**src/rtl/pipeline_hazard_controller.sv**
```systemverilog
// Hazard sequencer for the 5-stage pipeline. It inserts a bubble on a load-use match,
// flushes younger stages on a taken branch in MEM, and freezes the pipe during slow memory accesses.
module pipeline_hazard_controller #(
  parameter int MAX_WAIT = 16,
  parameter int CNT_W    = 16
) (
  input  logic             clk_i,
  input  logic             rst_i,
  input  logic [4:0]       ID_RegisterRs,
  input  logic [4:0]       ID_RegisterRt,
  input  logic             ID_UsesRt,
  input  logic [4:0]       EX_RegisterRt,
  input  logic             EX_MemRead,
  input  logic             MEM_BranchTaken,
  input  logic             MEM_MemAccess,
  input  logic             mem_ready,
  output logic             PC_Write,
  output logic             IF_ID_Write,
  output logic             ID_EX_Write,
  output logic             EX_MEM_Write,
  output logic             IF_ID_Flush,
  output logic             ID_EX_Flush,
  output logic             EX_MEM_Flush,
  output logic             MEM_WB_Flush,
  output logic             mem_error,
  output logic [CNT_W-1:0] stall_cnt,
  output logic [CNT_W-1:0] flush_cnt
);

  localparam int WCNT_W = $clog2(MAX_WAIT) + 1;

  typedef enum logic [1:0] {RUN, MEM_WAIT, ERROR} stateT;

  stateT             state, stateNext;
  logic [WCNT_W-1:0] wcnt, wcntNext;
  logic              errSet;
  logic              freezeReq, loadUse;
  logic              doFreeze, doBranch, doStall;

  assign freezeReq = MEM_MemAccess && !mem_ready;
  assign loadUse   = EX_MemRead && (EX_RegisterRt != 5'd0) &&
                     ((EX_RegisterRt == ID_RegisterRs) ||
                      (ID_UsesRt && (EX_RegisterRt == ID_RegisterRt)));

  always_comb begin
    stateNext = state;
    wcntNext  = wcnt;
    errSet    = 1'b0;
    doFreeze  = 1'b0;
    doBranch  = 1'b0;
    doStall   = 1'b0;
    case (state)
      RUN: begin
        if (freezeReq) begin
          doFreeze  = 1'b1;
          stateNext = MEM_WAIT;
          wcntNext  = WCNT_W'(1);
        end else if (MEM_BranchTaken) begin
          doBranch = 1'b1;
        end else if (loadUse) begin
          doStall = 1'b1;
        end
      end
      MEM_WAIT: begin
        if (!mem_ready) begin
          doFreeze = 1'b1;
          if (wcnt == WCNT_W'(MAX_WAIT)) begin
            stateNext = ERROR;
            errSet    = 1'b1;
          end else begin
            wcntNext = wcnt + WCNT_W'(1);
          end
        end else begin
          // Release cycle: stages held their contents, so re-run the normal priority decode.
          stateNext = RUN;
          wcntNext  = '0;
          if (MEM_BranchTaken) doBranch = 1'b1;
          else if (loadUse)    doStall  = 1'b1;
        end
      end
      default: doFreeze = 1'b1;
    endcase
  end

  // Write enables and flushes are all forced low while reset is held.
  always_comb begin
    PC_Write     = rst_i && !doFreeze && !doStall;
    IF_ID_Write  = rst_i && !doFreeze && !doStall;
    ID_EX_Write  = rst_i && !doFreeze;
    EX_MEM_Write = rst_i && !doFreeze;
    IF_ID_Flush  = rst_i && doBranch;
    ID_EX_Flush  = rst_i && (doBranch || doStall);
    EX_MEM_Flush = rst_i && doBranch;
    MEM_WB_Flush = rst_i && doFreeze;
  end

  always_ff @(posedge clk_i or negedge rst_i) begin
    if (!rst_i) begin
      state     <= RUN;
      wcnt      <= '0;
      mem_error <= 1'b0;
      stall_cnt <= '0;
      flush_cnt <= '0;
    end else begin
      state <= stateNext;
      wcnt  <= wcntNext;
      if (errSet) mem_error <= 1'b1;
      if (!PC_Write && (stall_cnt != '1)) stall_cnt <= stall_cnt + CNT_W'(1);
      if (doBranch && (flush_cnt != '1)) flush_cnt <= flush_cnt + CNT_W'(1);
    end
  end

endmodule
```
**config.mk**
```make
export PLATFORM = sky130hd
export DESIGN_NAME = pipeline_hazard_controller
export DESIGN_NICKNAME = d
export VERILOG_FILES = /design/src/rtl/pipeline_hazard_controller.sv
export SDC_FILE = /design/constraint.sdc
export NUM_CORES = 1
export LEC_CHECK = 0
export BUFFER_PORTS_ARGS = -buffer_cell sky130_fd_sc_hd__buf_2
export CORE_ASPECT_RATIO = 0.5
export CORE_MARGIN = 1
export CORE_UTILIZATION = 45
export DETAILED_ROUTE_END_ITERATION = 16
export PLACE_DENSITY = 0.71
export SYNTH_ARGS = -nofsm -noshare
export SYNTH_HDL_FRONTEND = slang
export SYNTH_SLANG_ARGS = --single-unit
```
**constraint.sdc**
```tcl
create_clock -name clk_i -period 2.9 [get_ports clk_i]
set_input_delay 0.58 -clock clk_i [delete_from_list [all_inputs] [get_ports clk_i]]
set_output_delay 0.58 -clock clk_i [all_outputs]
set_load 0.01 [all_outputs]
```
== Word level (Yosys, flattened, before mapping) ==
Index checks and enable logic that the tools add are counted.

* Add/sub/neg operators: 3
* Equal/unequal tests: 9
* Mux-type cells: 23
* Reductions and logical operators: 22

{| class="wikitable"
|+ Operators with widths
! cell !! number
|-
| adder 16 x 1 -> 16 bit, second input constant || 2
|-
| != test 16 bit, second input constant || 2
|-
| 2-to-1 mux 5 bit || 3
|-
| 2-to-1 mux 1 bit || 12
|-
| logical AND 1 bit || 11
|-
| == test 5 bit || 2
|-
| case mux 5 bit (2 select lines) || 1
|-
| 2-to-1 mux 2 bit || 3
|-
| != test 3 bit, second input constant || 2
|-
| case mux 1 bit (2 select lines) || 3
|-
| AND reduction 3 bit || 2
|-
| adder 5 x 1 -> 5 bit, second input constant || 1
|-
| == test 5 bit, second input constant || 1
|-
| nonzero test 5 bit || 1
|-
| zero test 1 bit || 4
|-
| case mux 2 bit (2 select lines) || 1
|-
| == test 2 x 1 -> 1 bit, second input constant || 1
|-
| zero test 2 bit || 1
|-
| logical OR 1 bit || 2
|-
| != test 2 bit, second input constant || 1
|-
| nonzero test 2 bit || 1
|}

* Bits in registers: 40
* Input port bits: 22
* Output and inout bits: 41

== Depth between registers and ports, before layout ==
Gate-level depths: netlist of the first run.

* Word-level depth: 12
* Gate-level depth with buffers: 8

== Worst setup path after synthesis of the first run ==
No wires, ideal clock.

* Path kind: input -> output
* From: in EX_RegisterRt[1]
* To: out PC_Write
* Arrival time: 1.906 ns
* Slack: 0.414 ns
* Cell stages on the path: 6
* Path buffers: 2
* Path through: or4_1 -> nor2_1 -> and4bb_4 -> a21boi_4 -> buf_6 -> buf_4

* Cells in the longest elaborated chain, start to end: 10
* Elaborated cells between the ends (all ways): 14

{| class="wikitable"
|+ RTL lines
! what !! line !! source
|-
| from (decl) || 12 || <nowiki>input logic [4:0] EX_RegisterRt,</nowiki>
|-
| == test 5 bit || 43 || <nowiki>(ID_UsesRt && (EX_RegisterRt == ID_RegisterRt)));</nowiki>
|-
| logical AND 1 bit || 43 ||
|-
| logical OR 1 bit || 42 || <nowiki>((EX_RegisterRt == ID_RegisterRs) ||</nowiki>
|-
| logical AND 1 bit (*) || 41 || <nowiki>assign loadUse = EX_MemRead && (EX_RegisterRt != 5'd0) &&</nowiki>
|-
| 2-to-1 mux 1 bit (*) || 60, 78 ||
|-
| 2-to-1 mux 1 bit (*) || 77 || <nowiki>if (MEM_BranchTaken) doBranch = 1'b1;</nowiki>
|-
| 2-to-1 mux 1 bit, on equally long branches || 65, 54 ||
|-
| case mux 1 bit (2 select lines) (*) || 52 || <nowiki>case (state)</nowiki>
|-
| zero test 1 bit (*) || - ||
|-
| logical AND 1 bit (*) || - ||
|-
| to (decl) || 17 || <nowiki>output logic PC_Write,</nowiki>
|}

Every way passes the cells marked *; elsewhere a longest branch is shown, timed or not.

== Final worst setup path of the first run ==
* From: in EX_RegisterRt[1]
* To: out ID_EX_Flush

* Cells in the longest elaborated chain, start to end: 10
* Elaborated cells between the ends (all ways): 14

{| class="wikitable"
|+ RTL lines
! what !! line !! source
|-
| == test 5 bit || 43 ||
|-
| logical AND 1 bit || 43 ||
|-
| logical OR 1 bit || 42 ||
|-
| logical AND 1 bit (*) || 41 ||
|-
| 2-to-1 mux 1 bit (*) || 60, 78 ||
|-
| 2-to-1 mux 1 bit (*) || 77 ||
|-
| 2-to-1 mux 1 bit, on equally long branches || 65, 54 ||
|-
| case mux 1 bit (2 select lines) (*) || 52 ||
|-
| logical OR 1 bit (*) || 92 || <nowiki>ID_EX_Flush = rst_i && (doBranch || doStall);</nowiki>
|-
| logical AND 1 bit (*) || 92 ||
|-
| to (decl) || 22 || <nowiki>output logic ID_EX_Flush,</nowiki>
|}

Marks and branches as above.

==> key figures, run 1 <==
GRT
  • First-pass GRT wire length: a little over 7000 um
  • Gr ovfl total: 0
  • Largest net degree at the start of global routing: 43
  • GRT Util Overall: 18.8%
  • Initial antenna violation count: 0
  • Number of global-route vias before repair: ~1600

Setup path
  • Crit path buf inv count: 2
  • Startpoint Class: input port
  • End of the critical path: ID_EX_Flush
  • Reg-to-reg endpoint: flush_cnt[11]
  • Endpoint type of the worst setup path: output pin
  • Worst Path Required: 2.32 ns
  • Worst Setup SP: EX_RegisterRt[1]
  • Critical path depth in cells: 6
  • CP max stage delay: 0.53 ns
  • Crit-path cells: buf_2, or4_1, nor2_1, and4bb_4, a31o_2, buf_2
  • Most frequent CP cell: buf_2
  • Critical path peak fanout: 3
  • Reg2reg path depth: 6
  • Critical setup path kind: input port to output pin
  • R2r setup slk: 0.87 ns
  • Slowest stage cell, crit path: or4_1
  • Crit path DAT: 1.94 ns
  • Crit-path leading delay family: simple AND/OR/NAND/NOR gates
  • Reg-to-reg critical path startpoint: state[0]

Timing
  • Setup_tns: 0 ns
  • Setup violators final: 0
  • Fmax: 397 MHz
  • RSZ-0062 raised after global routing: no
  • Slew Viols, Final: 0
  • Max transition margin: approximately two thirds
  • Worst-Margin Slew: 0.525 ns
  • Minimum clock period: 2.52 ns
  • Hold Fails Final Rpt: 0
  • Fin crit share: 86.8%
  • Skew final: approximately 0.0035 ns

Floorplanning
  • Full die area: approximately 5000 um^2
  • Starting Density: 47.6%
  • Row count: 17
  • Die H: roughly 50 um
  • Die W: 99.5 um
  • Core area: 4490 um^2
  • IO Pins: 63

Logic synthesis
  • Yosys top cell by area: dfrtp_1
  • Synth top cells by count: dfrtp_1, xor2_1, xnor2_1
  • Register area share after synthesis: 46.8%
  • Top FF cell, synth: dfrtp_1
  • Yosys top cell area share: between 40% and 50%
  • Netlist cell types: 40
  • Most common cell in the netlist: dfrtp_1
  • Asr flop ratio synth: 100%
  • YS warnings: 0
  • Synthesized cell area: between 2000 and 2500 um^2
  • Post-synth EDFFs: 0
  • Cells after synthesis: between 200 and 250
  • Mean Syn Cell Area: ~10 um^2
  • Synth Net Count: 230
  • Largest cells by area after synthesis: dfrtp_1, xor2_1, xnor2_1
  • Flops & latches, synth: 40

CTS
  • CTS tree: built
  • CTS Buf Count: 5
  • Clk_lat worst skew: 0.29 ns
  • Setup Fix Bufs, Post-CTS: 0
  • H-tree depth: 2
  • Post-CTS Resized: 0
  • Clock-pin transition on the worst setup and hold timing paths: 0.07 ns
  • Post-CTS Hold Buffers: 0
  • Cell chosen for the clock root: clkbuf_8
  • CTS max path bufs: 2
  • Clock sinks: 40

Hold path
  • Hold WC Path Type: input port to asynchronous set/reset pin

Placed design
  • DP Wirelength: 3180 um
  • GPL Wtd Cong: 0.718
  • IO buf count: 62
  • Post-DP Area: 2500 um^2
  • Number of instances in the placed design: 327

Power and ir drop
  • VDD IR max: approximately 0.47 mV
  • Cell Pwr Density: approximately 650 nW/um^2
  • Design Power: 1690 uW
  • Static Leak: 0.00124 uW

Finish
  • Design area: 2590 um^2
  • Final std cells w/o fill: 335
  • Final nets: just under 300
  • Synthesis-to-finish area growth: 21.1%
  • Share of post-route cells with drive strength above 1: 30.5%
  • Ant diodes: 0

Drt
  • Post-Route WL: 4340 um
  • Drt pass-1 iters: 4
  • Average routed wire per standard cell: roughly 13 um
  • # DRC: 0
  • Vias: 1698
  • Starting DRT DRC Count: 51
  • Via/cell ratio: about 5.1
  • Routed Antenna Nets: 0

Job
  • Max cap viols: 0

Outcome
  • Status: finished, final reports clean
[flip-flops by register name, indices dropped and copies added, names as in the netlist]
register	cells
flush_cnt	16
stall_cnt	16
wcnt	5
state	2
mem_error	1
[worst min path at each step]
stage / from / to / slack (ns)
floorplan: rst_i / flush_cnt[0] / 0.28
finish: rst_i / mem_error / 0.39
detailed placement: mem_error / mem_error / 0.45
CTS: rst_i / mem_error / 0.41
global route: rst_i / mem_error / 0.44
global placement: mem_error / mem_error / 0.44
[metal layers]
layer | wire, um | vias to the layer above | global-route usage, % | share of wire (%)
li1 | - | 836 | - | -
met1 | 2040 | 831 | 24.3 | 47
met2 | 2070 | 26 | 30.6 | 48
met3 | 179 | 5 | 4.87 | 4.1
met4 | 48 | 0 | 7.35 | 1.1
met5 | 0 | - | 0 | 0
[final cells by class]
class / count / area, um^2
clock buffer: 8 / 90.1
fill: 411 / 1900
inverter: 5 / 18.8
multi-input combinational: 152 / 1070
sequential: 40 / 1000
tap: 66 / 82.6
timing repair buffer: 64 / 325
[cell usage in the layout, fill, tap and decap left out, types with 2 or more instances in the layout]
cell / instances
inv_1: 5
and3_1: 5
and4_1: 2
and2_1: 2
nand4_1: 11
a21oi_1: 3
buf_2: 62
xnor2_1: 20
buf_4: 2
nor4b_1: 3
clkbuf_1: 2
ha_1: 4
nand2_1: 17
a21o_1: 2
nor2_2: 2
o22ai_1: 2
nor4_1: 5
nand3_1: 11
xor2_1: 23
dfrtp_1: 40
nor2_1: 13
nor3b_1: 2
o21ai_0: 4
clkbuf_8: 6
nor3_1: 6
[per-stage QoR]
step	worst slack [ns]	hold slack, ns	util [%]
6_report	0.384	0.393	57.7
5_1_grt	0.348	0.439	57.7
4_1_cts	0.387	0.409	57.7
3_5_place_dp	0.386	0.451	55.7
3_3_place_gp	0.410	0.440	55.7
2_1_floorplan	0.414	0.284	-
[worst reg2reg max path: cells and delay by family (launching register included)]
kind / cells / cell delay [ns]
AOI/OAI and AO/OA: 2 / 0.47
xor gates and xnor gates: 1 / 0.15
DFF: 1 / 0.43
and+or+nand+nor: 3 / 0.86
[cells by family after synthesis]
family          share of synthesized area [%]
fa+ha+maj                                2.34
simple gates                             22.4
buf+inv                                  3.04
xor+xnor                                 17.6
flops                                    46.8
mux                                      1.23
compound gates                           6.56
[power breakdown]
part	switching (uW)	total (uW)	internal [uW]	leakage, uW
clock	182	376	194	0.0000455
combinational	251	488	236	0.000689
sequential	148	823	675	0.000506
total	581	1690	1110	0.00124
Note: power is estimated with default switching activity, not from simulation.
==> inputs of run 2 (changes only) <==
Settings changed: CELL_PAD_IN_SITES_DETAIL_PLACEMENT set to 1, CELL_PAD_IN_SITES_GLOBAL_PLACEMENT set to 1, CORE_UTILIZATION 45 to 39, PLACE_DENSITY 0.71 to unset, PLACE_DENSITY_LB_ADDON set to 0.1.
Clock period 2.9 ns to 2.6 ns, I/O delays scaled along.
==> key figures, run 2 (synthesized netlist as in run 1, its figures left out) <==
Outcome
  • Status: finished, final reports clean

Drt
  • Via/cell ratio: 5.10
  • Metal3 WL: 162 um
  • Average routed wire per standard cell: approximately 15 um
  • Starting DRT DRC Count: 37
  • Met2 Wirelength: 2440 um
  • # DRC: 0
  • Highest metal used: met4
  • Routed Antenna Nets: 0
  • Drt pass-1 iters: 4
  • Vias: between 1500 and 2000
  • M1 wire length: 2360 um
  • Post-Route WL: roughly 5000 um

Finish
  • Filler cell count: 626
  • Multi-input gate area: 1070 um^2
  • Core Util, Final: between 50% and 60%
  • Commonest non-fill, non-tap cell in the layout: buf_2
  • Synthesis-to-finish area growth: 20.4%
  • Design area: 2570 um^2
  • Share of post-route cells with drive strength above 1: 30.5%
  • Storage cell area: 1000 um^2
  • Largest registers: flush_cnt x16, stall_cnt x16, wcnt x5
  • Ant diodes: 0
  • Commonest cells after routing, fill and taps aside: buf_2, dfrtp_1, xor2_1
  • Final nets: slightly below 300

Setup path
  • Critical path peak fanout: 6
  • Most frequent CP cell: buf_2
  • Critical setup path kind: input port to output pin
  • R2r setup slk: 0.54 ns
  • Crit-path cells: buf_2, or4_1, nor2_1, and4bb_4, a21boi_4, buf_2
  • Worst Path Required: 2.08 ns
  • Reg2reg path depth: 6
  • Reg-to-reg critical path startpoint: state[0]
  • Reg-to-reg endpoint: flush_cnt[11]
  • Slowest stage cell, crit path: or4_1
  • CP max stage delay: 0.53 ns
  • Startpoint Class: input port
  • Crit path DAT: 1.91 ns
  • Endpoint type of the worst setup path: output pin

Power and ir drop
  • VDD IR max: 0.469 mV
  • Design Power: between 1500 and 2000 uW
  • Static Leak: 0.00123 uW
  • Cell Pwr Density: 720 nW/um^2

Timing
  • Setup violators final: 0
  • Minimum clock period: about 2.4 ns
  • Max transition margin: 64.0%
  • RSZ-0062 raised after global routing: no
  • Hold Fails Final Rpt: 0
  • Fmax: 411 MHz
  • Fin crit share: 93.6%
  • Slew Viols, Final: 0
  • Worst-Margin Slew: 0.539 ns
  • Slack of the critical path: 0.166 ns
  • Skew final: 0.00496 ns
  • Setup_tns: 0 ns

CTS
  • Clock sinks: 40
  • Post-CTS Resized: 0
  • Cell chosen for the clock root: clkbuf_8
  • Clock-pin transition on the worst setup and hold timing paths: 0.07 ns
  • CTS Buf Count: 5
  • Clk_lat worst skew: 0.29 ns
  • H-tree depth: 2
  • Setup Fix Bufs, Post-CTS: 0
  • CTS max path bufs: 2
  • CTS tree: built
  • Post-CTS Hold Buffers: 0

GRT
  • Gr ovfl total: 0
  • Largest net degree at the start of global routing: about 40
  • Number of global-route vias before repair: 1725
  • Initial antenna violation count: 0
  • First-pass GRT wire length: just over 8000 um
  • GRT Util Overall: a little under a fifth

Floorplanning
  • IO Pins: 63
  • Die W: 107 um
  • Starting Density: 42.0%
  • Die H: 54.3 um
  • Row count: 18
  • Core area: 5090 um^2
  • Full die area: slightly below 6000 um^2

Placed design
  • Dpl ws: 0.149 ns
  • IO buf count: between 60 and 70
  • GPL Wtd Cong: 0.720
  • Post-DP Area: 2500 um^2
  • DP Wirelength: 3810 um

Hold path
  • Hold WC Path Type: input port to asynchronous set/reset pin

Job
  • Max cap viols: 0
[run 2: changes by cell type in the layout (fill, tap and decap cells not counted)]
cell and delta:
clkbuf_8 -1, clkbuf_1 -2
[run 2: layout make-up]
cell class                      count  area share (%)
Inverter                            5           0.730
Clock buffer                        5            2.68
Multi-Input combinational cell    152            41.6
Timing Repair Buffer               64            12.6
Tap cell                           70            3.40
Sequential cell                    40            38.9
[run 2: stage by stage]
stage | hold slack (ns) | cells
2_1_floorplan | 0.224 | 204
3_3_place_gp | 0.438 | 331
3_5_place_dp | 0.446 | 331
4_1_cts | 0.358 | 336
5_1_grt | 0.389 | 336
6_report | 0.340 | 336
[run 2: critical path, delay by kind of cell]
kind / cells / cell delay (ns)
buffers and inverters: 2 / 0.29
and+or+nand+nor: 3 / 0.88
AOI/OAI and AO/OA: 1 / 0.23
[run 2: worst max path at each step]
stage	startpoint	cells past startpoint	slack (ns)	endpoint
after floorplan	EX_RegisterRt[1]	6	0.23	PC_Write
after global placement	EX_RegisterRt[1]	6	0.18	PC_Write
after detailed placement	EX_RegisterRt[1]	6	0.15	PC_Write
after CTS	EX_RegisterRt[1]	6	0.15	PC_Write
after global routing	EX_RegisterRt[1]	6	0.08	PC_Write
final	EX_RegisterRt[1]	6	0.17	PC_Write
[run 2: power by group]
| group | switching (uW) | leakage, uW | internal [uW] |
|---|---|---|---|
| logic | 284 | 0.000689 | 263 |
| registers | 176 | 0.000506 | 753 |
| clock network | 204 | 0.0000359 | 173 |
[run 2: per-layer routing]
layer | vias up | global-route usage (%)
li1 | 834 | -
met1 | 842 | 22.8
met2 | 32 | 32.9
met3 | 4 | 4.64
met4 | 0 | 6.85
met5 | - | 0
==> inputs of run 3 (changes only) <==
Settings changed: BUFFER_PORTS_ARGS -buffer_cell sky130_fd_sc_hd__buf_2 to unset, CORE_UTILIZATION 39 to 45, DONT_BUFFER_PORTS set to 1, PLACE_DENSITY_LB_ADDON 0.1 to 0.08.
==> key figures, run 3 (synthesized netlist as in run 1, its figures left out) <==
Timing
  • Slew Viols, Final: 0
  • Slack of the critical path: between 0.2 and 0.3 ns
  • Fmax: ~430 MHz
  • RSZ-0062 raised after global routing: no
  • Hold_ws: 0.0597 ns
  • Setup violators final: 0
  • Fin crit share: 89.6%
  • Worst-Margin Slew: 0.565 ns
  • Setup_tns: 0 ns
  • Max transition margin: 62.3%
  • Minimum clock period: 2.33 ns
  • Hold Fails Final Rpt: 0
  • Skew final: 0.00597 ns

Finish
  • Commonest non-fill, non-tap cell in the layout: dfrtp_1
  • Commonest cells after routing, fill and taps aside: dfrtp_1, xor2_1, xnor2_1
  • Ant diodes: 0
  • Synthesis-to-finish area growth: 7.32%
  • Largest registers: flush_cnt x16, stall_cnt x16, wcnt x5
  • Filler cell count: 503
  • Storage cell area: 1000 um^2
  • Share of post-route cells with drive strength above 1: 10.6%
  • Final nets: 232
  • Multi-input gate area: 1070 um^2

Drt
  • Vias: 1492
  • Post-Route WL: roughly 4400 um
  • Starting DRT DRC Count: 28
  • Via/cell ratio: 5.47
  • # DRC: 0
  • Average routed wire per standard cell: 16.3 um
  • Routed Antenna Nets: 0
  • Drt pass-1 iters: 4

GRT
  • Largest net degree at the start of global routing: 41
  • First-pass GRT wire length: 7690 um
  • Gr ovfl total: 0
  • Number of global-route vias before repair: 1607
  • Initial antenna violation count: 0
  • GRT Util Overall: 19.8%

Floorplanning
  • Die W: just under 100 um
  • Starting Density: a little under half
  • Core area: 4490 um^2
  • Row count: 17
  • IO Pins: 63
  • Die H: 50.7 um
  • Full die area: 5050 um^2

Setup path
  • Worst Path Required: ~2.1 ns
  • Endpoint type of the worst setup path: output pin
  • Crit path DAT: 1.81 ns
  • Startpoint Class: register
  • Critical path peak fanout: 8
  • Critical setup path kind: register to output pin

Power and ir drop
  • Static Leak: around 0.00098 uW
  • Cell Pwr Density: roughly 770 nW/um^2
  • Reg power frac: 56.5%
  • Gate power share: 19.3%
  • VDD IR max: 0.377 mV
  • Sw Pwr: 626 uW
  • Design Power: 1760 uW
  • Switching part of the total: between 30% and 40%
  • Clock power share: 24.2%
  • Internal Power: about 1100 uW

Placed design
  • DP Wirelength: 3230 um
  • GPL Wtd Cong: 0.738
  • IO buf count: 0
  • Dpl ws: 0.223 ns

CTS
  • Clk_lat worst skew: 0.28 ns
  • Cell chosen for the clock root: clkbuf_8
  • Clock sinks: 40
  • CTS tree: built
  • H-tree depth: 2
  • Setup Fix Bufs, Post-CTS: 0
  • Clock-pin transition on the worst setup and hold timing paths: 0.08 ns
  • Post-CTS Resized: 0
  • CTS max path bufs: 2
  • CTS Buf Count: 5
  • Post-CTS Hold Buffers: 1

Outcome
  • Status: finished, final reports clean

Job
  • Max cap viols: 0

Hold path
  • Hold WC Path Type: input port to asynchronous set/reset pin
run 3: worst paths after layout:
path | slack [ns] | cells past startpoint | startpoint | to
max | 0.27 | 4 | state[0] | IF_ID_Write
min | 0.06 | 1 | rst_i | flush_cnt[5]
max reg2reg | 0.45 | 7 | state[0] | stall_cnt[9]
min reg2reg | 0.53 | 1 | mem_error | mem_error
max in group asynchronous | 2.31 | 1 | rst_i | stall_cnt[5]
min in group clk_i | 0.46 | 2 | mem_ready | mem_error
run 3: metrics by stage:
step | utilization [%] | instance area, um^2 | cells
after floorplan | - | 2140 | 204
after global placement | 48.6 | 2180 | 264
after detailed placement | 48.6 | 2180 | 264
after CTS | 51.1 | 2290 | 273
after global routing | 51.1 | 2290 | 273
final | 51.1 | 2290 | 273
run 3: power by group through the flow:
stage	Combinational, uW	Sequential (uW)	Clock, uW
floorplan	281	960	0
global placement	314	1010	0
detailed placement	335	1010	0
CTS	351	1000	449
global route	403	1030	472
finish	341	996	426
run 3: area by class of cell:
class | instances | area share (%)
Clock inverter | 2 | 0.436
Clock buffer | 6 | 3.60
Timing Repair Buffer | 2 | 1.20
Inverter | 5 | 0.818
Sequential cell | 40 | 43.6
Tap cell | 66 | 3.60
Multi-Input combinational cell | 152 | 46.7
run 3: critical path, stage by stage, from the launching register on:
cell and delay (ns):
dfrtp_1 0.42, o21ba_2 0.25, nor2_2 0.14, and2_1 0.29, a21boi_4 0.42
run 3: layer usage:
metal | wire (um) | vias up | GRT usage, %
met5 | 0 | - | 0
met4 | 48 | 0 | 4.90
met3 | 211 | 7 | 6.69
met2 | 2040 | 30 | 31.8
met1 | 2140 | 740 | 26.0
li1 | - | 715 | -
